--- src/rtl/keypad_pkg.sv ---
// rtl/keypad_pkg.sv - shared constants and helpers for the keypad scanner
// Purpose: 4x4 legend codes, scan FSM state encodings, index-to-legend
//          mapping and output code width helper.
// Ports:   none (package).
package keypad_pkg;

  localparam logic [3:0] KEY_0    = 4'd0;
  localparam logic [3:0] KEY_1    = 4'd1;
  localparam logic [3:0] KEY_2    = 4'd2;
  localparam logic [3:0] KEY_3    = 4'd3;
  localparam logic [3:0] KEY_4    = 4'd4;
  localparam logic [3:0] KEY_5    = 4'd5;
  localparam logic [3:0] KEY_6    = 4'd6;
  localparam logic [3:0] KEY_7    = 4'd7;
  localparam logic [3:0] KEY_8    = 4'd8;
  localparam logic [3:0] KEY_9    = 4'd9;
  localparam logic [3:0] KEY_A    = 4'd10;
  localparam logic [3:0] KEY_B    = 4'd11;
  localparam logic [3:0] KEY_C    = 4'd12;
  localparam logic [3:0] KEY_D    = 4'd13;
  localparam logic [3:0] KEY_HASH = 4'd14;
  localparam logic [3:0] KEY_STAR = 4'd15;

  // IDLE only exists while in reset, so the rows stay released until the
  // first clock edge after rst_n deasserts.
  localparam logic [1:0] ST_IDLE  = 2'd0;
  localparam logic [1:0] ST_DRIVE = 2'd1;
  localparam logic [1:0] ST_FRAME = 2'd2;

  // Matrix index (row*4 + col) to the printed legend of the 4x4 keypad.
  function automatic logic [3:0] legend_of(input logic [3:0] idx);
    logic [3:0] code;
    case (idx)
      4'd0:    code = KEY_1;
      4'd1:    code = KEY_2;
      4'd2:    code = KEY_3;
      4'd3:    code = KEY_A;
      4'd4:    code = KEY_4;
      4'd5:    code = KEY_5;
      4'd6:    code = KEY_6;
      4'd7:    code = KEY_B;
      4'd8:    code = KEY_7;
      4'd9:    code = KEY_8;
      4'd10:   code = KEY_9;
      4'd11:   code = KEY_C;
      4'd12:   code = KEY_STAR;
      4'd13:   code = KEY_0;
      4'd14:   code = KEY_HASH;
      default: code = KEY_D;
    endcase
    return code;
  endfunction

  function automatic int code_width(input int rows, input int cols);
    int w;
    w = $clog2(rows * cols);
    return (w < 4) ? 4 : w;
  endfunction

endpackage

--- src/rtl/keypad_scanner_if.sv ---
// rtl/keypad_scanner_if.sv - key event handshake and status bundle
// Purpose: carries key events (code/release with valid/ready) and the
//          held/multi status from the scanner to its consumer.
// Ports:   master = scanner side, slave = consumer side.
interface keypad_scanner_if #(
  parameter int CODE_W = 4
);
  logic [CODE_W-1:0] key_code;
  logic              key_release;
  logic              key_valid;
  logic              key_ready;
  logic              multi;
  logic              held;

  modport master (
    output key_code, key_release, key_valid, multi, held,
    input  key_ready
  );

  modport slave (
    input  key_code, key_release, key_valid, multi, held,
    output key_ready
  );
endinterface

--- src/rtl/keypad_frame_debounce.sv ---
// rtl/keypad_frame_debounce.sv - whole-frame debouncer for the key matrix
// Purpose: accepts a new matrix state once DEBOUNCE_FRAMES identical
//          consecutive frames have been seen.
// Ports:   clk, rst_n, frame_strobe (frame_in complete), frame_in,
//          accepted (debounced state S).
module keypad_frame_debounce #(
  parameter int KEYS            = 16,
  parameter int DEBOUNCE_FRAMES = 5
) (
  input  logic            clk,
  input  logic            rst_n,
  input  logic            frame_strobe,
  input  logic [KEYS-1:0] frame_in,
  output logic [KEYS-1:0] accepted
);

  localparam logic [3:0] SAT = 4'(DEBOUNCE_FRAMES);
  // The counter counts matches against the previous frame, so N identical
  // frames in a row leave it at N-1; DEBOUNCE_FRAMES=1 accepts every frame.
  localparam logic [3:0] ACCEPT_AT = 4'(DEBOUNCE_FRAMES - 1);

  logic [KEYS-1:0] prev_frame;
  logic [3:0]      match_cnt;
  logic [3:0]      match_cnt_next;

  always_comb begin
    match_cnt_next = 4'd0;
    if (frame_in == prev_frame) begin
      match_cnt_next = (match_cnt >= SAT) ? SAT : match_cnt + 4'd1;
    end
  end

  always_ff @(posedge clk or negedge rst_n) begin
    if (!rst_n) begin
      prev_frame <= '0;
      match_cnt  <= 4'd0;
      accepted   <= '0;
    end else if (frame_strobe) begin
      prev_frame <= frame_in;
      match_cnt  <= match_cnt_next;
      if (match_cnt_next >= ACCEPT_AT) begin
        accepted <= frame_in;
      end
    end
  end

endmodule

--- src/rtl/keypad_scanner.sv ---
// rtl/keypad_scanner.sv - row-scanning matrix keypad controller
// Purpose: drives rows one at a time, senses columns, debounces whole
//          frames and reports press/release events one per frame.
// Ports:   clk, rst_n (async active-low), row (active-low drive),
//          col (active-low sense, async), evt (event/status interface).
module keypad_scanner
  import keypad_pkg::*;
#(
  parameter int ROWS            = 4,
  parameter int COLS            = 4,
  parameter int DWELL_CYCLES    = 50000,
  parameter int DEBOUNCE_FRAMES = 5,
  parameter int LEGACY_MAP      = 1
) (
  input  logic            clk,
  input  logic            rst_n,
  output logic [ROWS-1:0] row,
  input  logic [COLS-1:0] col,
  keypad_scanner_if.master evt
);

  localparam int KEYS   = ROWS * COLS;
  localparam int CODE_W = code_width(ROWS, COLS);
  localparam int DW_W   = (DWELL_CYCLES > 1) ? $clog2(DWELL_CYCLES) : 1;
  localparam int RW     = $clog2(ROWS);
  localparam logic [DW_W-1:0] DWELL_LAST = DW_W'(DWELL_CYCLES - 1);
  localparam logic [RW-1:0]   ROW_LAST   = RW'(ROWS - 1);
  localparam bit USE_LEGEND = (LEGACY_MAP != 0) && (ROWS == 4) && (COLS == 4);

  logic [COLS-1:0] col_meta;
  logic [COLS-1:0] col_sync;
  logic [1:0]      state;
  logic [RW-1:0]   row_idx;
  logic [DW_W-1:0] dwell_cnt;
  logic [KEYS-1:0] frame;
  logic [KEYS-1:0] frame_next;
  logic [KEYS-1:0] s_map;
  logic [KEYS-1:0] r_map;
  logic            last_dwell;
  logic            frame_done;

  always_ff @(posedge clk or negedge rst_n) begin
    if (!rst_n) begin
      col_meta <= '1;
      col_sync <= '1;
    end else begin
      col_meta <= col;
      col_sync <= col_meta;
    end
  end

  assign last_dwell = (state == ST_DRIVE) && (dwell_cnt == DWELL_LAST);
  assign frame_done = last_dwell && (row_idx == ROW_LAST);

  // Merge the current row into the frame on its last dwell cycle; the
  // debouncer sees the completed frame combinationally so S is already
  // up to date in the FRAME cycle that follows.
  always_comb begin
    frame_next = frame;
    if (last_dwell) begin
      for (int r = 0; r < ROWS; r++) begin
        if (row_idx == RW'(r)) begin
          frame_next[r*COLS +: COLS] = ~col_sync;
        end
      end
    end
  end

  always_comb begin
    row = '1;
    if (state == ST_DRIVE) begin
      for (int r = 0; r < ROWS; r++) begin
        if (row_idx == RW'(r)) begin
          row[r] = 1'b0;
        end
      end
    end
  end

  always_ff @(posedge clk or negedge rst_n) begin
    if (!rst_n) begin
      state     <= ST_IDLE;
      row_idx   <= '0;
      dwell_cnt <= '0;
      frame     <= '0;
    end else begin
      case (state)
        ST_IDLE: begin
          state     <= ST_DRIVE;
          row_idx   <= '0;
          dwell_cnt <= '0;
        end
        ST_DRIVE: begin
          frame <= frame_next;
          if (last_dwell) begin
            dwell_cnt <= '0;
            if (row_idx == ROW_LAST) begin
              state <= ST_FRAME;
            end else begin
              row_idx <= row_idx + 1'b1;
            end
          end else begin
            dwell_cnt <= dwell_cnt + 1'b1;
          end
        end
        ST_FRAME: begin
          state   <= ST_DRIVE;
          row_idx <= '0;
        end
        default: state <= ST_IDLE;
      endcase
    end
  end

  keypad_frame_debounce #(
    .KEYS            (KEYS),
    .DEBOUNCE_FRAMES (DEBOUNCE_FRAMES)
  ) u_debounce (
    .clk          (clk),
    .rst_n        (rst_n),
    .frame_strobe (frame_done),
    .frame_in     (frame_next),
    .accepted     (s_map)
  );

  assign evt.held  = |s_map;
  assign evt.multi = |(s_map & (s_map - 1'b1));

  logic [KEYS-1:0]   diff;
  logic [KEYS-1:0]   sel_mask;
  logic [CODE_W-1:0] sel_idx;
  logic [CODE_W-1:0] sel_code;
  logic              sel_found;
  logic              out_free;

  // Lowest differing index between accepted and reported maps.
  always_comb begin
    diff      = s_map ^ r_map;
    sel_mask  = '0;
    sel_idx   = '0;
    sel_found = 1'b0;
    for (int i = 0; i < KEYS; i++) begin
      if (diff[i] && !sel_found) begin
        sel_found   = 1'b1;
        sel_mask[i] = 1'b1;
        sel_idx     = CODE_W'(i);
      end
    end
    if (USE_LEGEND) begin
      sel_code = CODE_W'(legend_of(sel_idx[3:0]));
    end else begin
      sel_code = sel_idx;
    end
  end

  assign out_free = !evt.key_valid || evt.key_ready;

  // A stalled consumer simply leaves the S/R difference in place; it is
  // picked up again at the next FRAME cycle, so nothing is dropped.
  always_ff @(posedge clk or negedge rst_n) begin
    if (!rst_n) begin
      r_map           <= '0;
      evt.key_valid   <= 1'b0;
      evt.key_code    <= '0;
      evt.key_release <= 1'b0;
    end else if ((state == ST_FRAME) && sel_found && out_free) begin
      evt.key_code    <= sel_code;
      evt.key_release <= |(r_map & sel_mask);
      evt.key_valid   <= 1'b1;
      r_map           <= r_map ^ sel_mask;
    end else if (evt.key_valid && evt.key_ready) begin
      evt.key_valid <= 1'b0;
    end
  end

endmodule

--- src/flat_wrapper.sv ---
// flat-port wrapper written by rule: the top's interface ports become plain ports
module keypad_scanner_flat import keypad_pkg::*;
#(
  parameter int ROWS            = 4,
  parameter int COLS            = 4,
  parameter int DWELL_CYCLES    = 50000,
  parameter int DEBOUNCE_FRAMES = 5,
  parameter int LEGACY_MAP      = 1
)
  (clk, rst_n, row, col, evt_key_code, evt_key_release, evt_key_valid, evt_multi, evt_held, evt_key_ready);
  keypad_scanner_if #(.CODE_W(4)) evt_i ();
  input  logic clk;
  input  logic rst_n;
  output logic [ROWS-1:0] row;
  input  logic [COLS-1:0] col;
  output wire logic [$bits(evt_i.key_code)-1:0] evt_key_code;
  output wire logic [$bits(evt_i.key_release)-1:0] evt_key_release;
  output wire logic [$bits(evt_i.key_valid)-1:0] evt_key_valid;
  output wire logic [$bits(evt_i.multi)-1:0] evt_multi;
  output wire logic [$bits(evt_i.held)-1:0] evt_held;
  input wire logic [$bits(evt_i.key_ready)-1:0] evt_key_ready;
  assign evt_key_code = evt_i.key_code;
  assign evt_key_release = evt_i.key_release;
  assign evt_key_valid = evt_i.key_valid;
  assign evt_multi = evt_i.multi;
  assign evt_held = evt_i.held;
  assign evt_i.key_ready = evt_key_ready;
  keypad_scanner #(.ROWS(ROWS), .COLS(COLS), .DWELL_CYCLES(DWELL_CYCLES), .DEBOUNCE_FRAMES(DEBOUNCE_FRAMES), .LEGACY_MAP(LEGACY_MAP)) u_core (.clk(clk), .rst_n(rst_n), .row(row), .col(col), .evt(evt_i));
endmodule
--- config.mk ---
export PLATFORM = sky130hd
export DESIGN_NAME = keypad_scanner_flat
export DESIGN_NICKNAME = d
export VERILOG_FILES = /design/src/rtl/keypad_pkg.sv /design/src/rtl/keypad_scanner_if.sv /design/src/rtl/keypad_frame_debounce.sv /design/src/rtl/keypad_scanner.sv /design/src/flat_wrapper.sv
export SDC_FILE = /design/constraint.sdc
export NUM_CORES = 1
export LEC_CHECK = 0
export BUFFER_PORTS_ARGS = -buffer_cell sky130_fd_sc_hd__buf_2
export CORE_MARGIN = 3
export CORE_UTILIZATION = 56
export DETAILED_ROUTE_END_ITERATION = 10
export GPL_ROUTABILITY_DRIVEN = 0
export HOLD_SLACK_MARGIN = 0.15
export MAX_ROUTING_LAYER = met4
export PLACE_DENSITY = 0.76
export SLEW_MARGIN = 20
export SYNTH_ARGS = -nofsm -noshare
export SYNTH_HDL_FRONTEND = slang
export SYNTH_SLANG_ARGS = --single-unit
export TNS_END_PERCENT = 5
--- constraint.sdc ---
create_clock -name clk -period 2.7 [get_ports clk]
set_input_delay 0.54 -clock clk [delete_from_list [all_inputs] [get_ports clk]]
set_output_delay 0.54 -clock clk [all_outputs]
set_load 0.01 [all_outputs]
==> impl_metrics.ini <==
[yosys]
synth-seq-area-share = 0.4517
synth-edff-count = 0
syn-num-nets = 611
avgSynthCellArea_sq_um = 9.631
synth_flop_cell = sky130_fd_sc_hd__dfrtp_1
synth-seq-cells = 102
postSynthCellCount = 589
ys_types = 63
synth_top_area_cell = sky130_fd_sc_hd__dfrtp_1
synth_top_cells_by_area = sky130_fd_sc_hd__dfrtp_1, sky130_fd_sc_hd__nand2_1, sky130_fd_sc_hd__o21ai_0
postSynth.asyncResetShare = 1.000
syn_area_sq_mm = 0.005673
synth_top_area_share = 0.4146
yosys_warnings = 0

[critical_path]
timing.critical_path.slowest_cell_delay_ns = 0.43
timing.critical_path.cells = or2_4 -> nand3b_1 -> or3_4 -> or4_4 -> or2_4 -> a211o_1 -> o31ai_2 -> nand4_1 -> buf_2
worst_setup_path_start_kind = flop
critical_path.slowest_cell = sky130_fd_sc_hd__or4_4
criticalPathCategory = flop to output port
cp_max_fo = 2
path_common_cell = sky130_fd_sc_hd__or2_4
worst_setup_end_kind = output port
timing.critical_path.required_ns = 2.16
cp_data_arrival_time_ns = 2.85
worst_path_dominant_cell_family = simple AND/OR/NAND/NOR gates
critPathBufInv = 1

[grt]
first_global_vias = 4795
largest_net_degree_at_the_start_of_global_routing = 73
grt_overflow_total = 0
grt_antenna_before_repair = 0
grt_first_pass_wirelength_microns = 23290
grt_usage = 0.2660

[floorplan]
row_count = 36
initial_standard_cell_utilization_of_the_core = 0.5777
fp.dieArea_sq_mm = 0.01137
chipHeight_microns = 106.7
die_w_microns = 106.7
num_io_pins = 19
design.core.area_sq_mm = 0.009819

[timing]
finalWorstPathRequiredPeriod_ns = 3.388
worst_slew_margin_rel = 0.6832
worst_clock_skew_ns = 0.01482
rsz_0062_raised_after_global_routing = true
achievable-frequency_mhz = 295.1
final_hold_viol_count = 0
setup_viol = 24
setup_slack_ns = -0.6884
report.final.slew_viol_count = 0
period_share = 1.255
worst_max_slew_pin_slew_ns = 0.4703

[run_status]
result_of_the_run = finished, violations left
failed_checks = setup timing

[cts]
htree_levels = 3
cts.root.buffer_cell = sky130_fd_sc_hd__clkbuf_8
max-clock-path-buffers = 2
clkTransAtPathRegs_ns = 0.10
clk_latency_ns = 0.38
tritoncts = built
cts_inserted_buffers = 9
clock-sinks = 102

[finish]
filler_cell_count = 753
area.growth.synth_to_final_pct = 23.29
num_antenna_cells = 0
post_route_cells_drive_above_1_share = 0.2953
design.final.nets = 718
finish.utilization = 0.7123

[pwr]
powerDensity_mw_per_mm2 = 380.9
fin_total_pwr_mw = 2.664
leakage_nw = 3.267
ir_drop_mv = 0.3828

[drt]
drc = 0
first_iter_violations = 284
dr_total_vias = 4847
vias_per_cell = 5.812
drt_pass1_iterations = 5
detail-route-antenna-nets = 0
drt-wirelength-per-cell_microns = 16.71
finalWirelength_microns = 13930

[hold_path]
holdCritPathClass = primary input to flop

[placed_design]
place_hpwl_microns = 10050
port_buffers = 18

[run]
timing.max_cap.violations = 0
[logic make-up (layout without fill, tap and decap cells)]
kind of cell,after synthesis,in the layout,synth area share
AND/OR/NAND/NOR,225,225,0.2027
AO/OA/AOI/OAI,130,130,0.1495
buffers and inverters,48,160,0.03374
multiplexers,38,38,0.07984
flip-flops,102,102,0.4517
XOR/XNOR,24,24,0.03705
adder cells (fa/ha/maj),22,22,0.04543
[cell type report]
cell class | count | area (sq um) | area share
clock buffers | 11 | 131.4 | 0.01878
well taps | 133 | 166.4 | 0.02379
flip-flops and latches | 102 | 2562 | 0.3664
multi-input cells | 439 | 3074 | 0.4395
inverters | 27 | 101.3 | 0.01449
repair buffers | 117 | 873.3 | 0.1249
clock inverters | 5 | 85.08 | 0.01216
[where the power goes]
group          internal (mW)  switching, mW  total (mW)
registers               1.54         0.0101        1.55
clock network          0.530          0.535        1.07
logic                 0.0138         0.0371      0.0509
[cell usage after synthesis (all sizes together) (5+ instances only)]
cell,count
and3,10
ha,15
xnor2,17
or2,5
mux2i,7
nor2b,13
a22o,7
xor2,7
a21o,6
and2,8
dfstp,8
a21oi,16
nand2b,11
nand3,13
clkbuf,17
nor3,10
maj3,7
inv,27
nand4,10
nor2,30
dfrtp,94
nand2,89
o21a,5
mux2,31
o21ai,55
o22ai,6
[stage by stage]
| step | hold slack (ns) | setup slack (ns) | instance area [sq um] | TNS, ns | cells |
|---|---|---|---|---|---|
| final | 0.2623 | -0.6884 | 6994 | -7.231 | 834 |
| after global routing | 0.2351 | -0.8033 | 6994 | -10.39 | 834 |
| after CTS | 0.2355 | -0.7174 | 6929 | -6.131 | 833 |
| after detailed placement | 0.3472 | -0.3591 | 6634 | -6.298 | 816 |
| after global placement | 0.3460 | -0.3012 | 6634 | -3.442 | 816 |
| after floorplan | 0.2444 | -0.1814 | 5712 | -2.171 | 589 |
[worst register-to-register path, cell delays in order (launching register included)]
cell and delay, ns:
sky130_fd_sc_hd__dfrtp_1 0.38, sky130_fd_sc_hd__ha_2 0.19, sky130_fd_sc_hd__and4b_2 0.26, sky130_fd_sc_hd__and4_4 0.29
sky130_fd_sc_hd__nand3_2 0.17, sky130_fd_sc_hd__mux2i_2 0.30, sky130_fd_sc_hd__o2111a_1 0.23, sky130_fd_sc_hd__nand4_1 0.18
sky130_fd_sc_hd__a311oi_4 0.40, sky130_fd_sc_hd__buf_12 0.22, sky130_fd_sc_hd__mux2_2 0.35
[layout by cell type (no fill, tap or decap), types with 4 or more instances in the layout]
cell type and instances:
sky130_fd_sc_hd__inv_1 26, sky130_fd_sc_hd__nand2b_1 10, sky130_fd_sc_hd__xnor2_2 4, sky130_fd_sc_hd__a21oi_1 15
sky130_fd_sc_hd__and2_1 8, sky130_fd_sc_hd__mux2_4 9, sky130_fd_sc_hd__buf_4 96, sky130_fd_sc_hd__nand3b_1 4
sky130_fd_sc_hd__nor2_1 28, sky130_fd_sc_hd__and3_1 10, sky130_fd_sc_hd__nand2_1 89, sky130_fd_sc_hd__nor3_1 9
sky130_fd_sc_hd__ha_1 14, sky130_fd_sc_hd__a22o_1 7, sky130_fd_sc_hd__xnor2_1 13, sky130_fd_sc_hd__clkbuf_8 9
sky130_fd_sc_hd__dfrtp_1 94, sky130_fd_sc_hd__buf_2 16, sky130_fd_sc_hd__nor2b_1 13, sky130_fd_sc_hd__maj3_1 6
sky130_fd_sc_hd__o22ai_1 6, sky130_fd_sc_hd__a21o_1 6, sky130_fd_sc_hd__o21ai_0 53, sky130_fd_sc_hd__nand3_1 10
sky130_fd_sc_hd__dfstp_2 8, sky130_fd_sc_hd__xor2_1 7, sky130_fd_sc_hd__mux2i_1 6, sky130_fd_sc_hd__nand4_1 10
sky130_fd_sc_hd__mux2_2 22
[timing repair]
action,in CTS,in global routing
endpoints found under the hold margin,30,0
resized for setup,18,12
hold buffers,1,0
gates cloned,0,0
buffers inserted,0,1
pin swaps,6,8
setup endpoints to repair,24,43
[metal layers]
| layer | GRT usage | routed length [microns] |
|---|---|---|
| met5 | - | 0 |
| met4 | 0.1151 | 454 |
| met3 | 0.05057 | 541 |
| met2 | 0.4263 | 6998 |
| met1 | 0.3324 | 5940 |
[worst paths after layout]
check                                              startpoint                              to  slack, ns  cells past startpoint
max in group asynchronous                               rst_n              u_core.col_sync[2]       1.30                      3
worst min register to register             u_core.col_meta[3]              u_core.col_sync[3]       0.35                      0
min in group asynchronous                               rst_n                       async pin       0.66                      2
worst min-delay path                                   col[3]              u_core.col_meta[3]       0.26                      1
worst max register to register            u_core.dwell_cnt[1]  u_core.u_debounce.accepted[15]      -0.36                     10
worst max-delay path            u_core.u_debounce.accepted[3]                       evt_multi      -0.69                      9
Power figures use the tool's default switching activity.
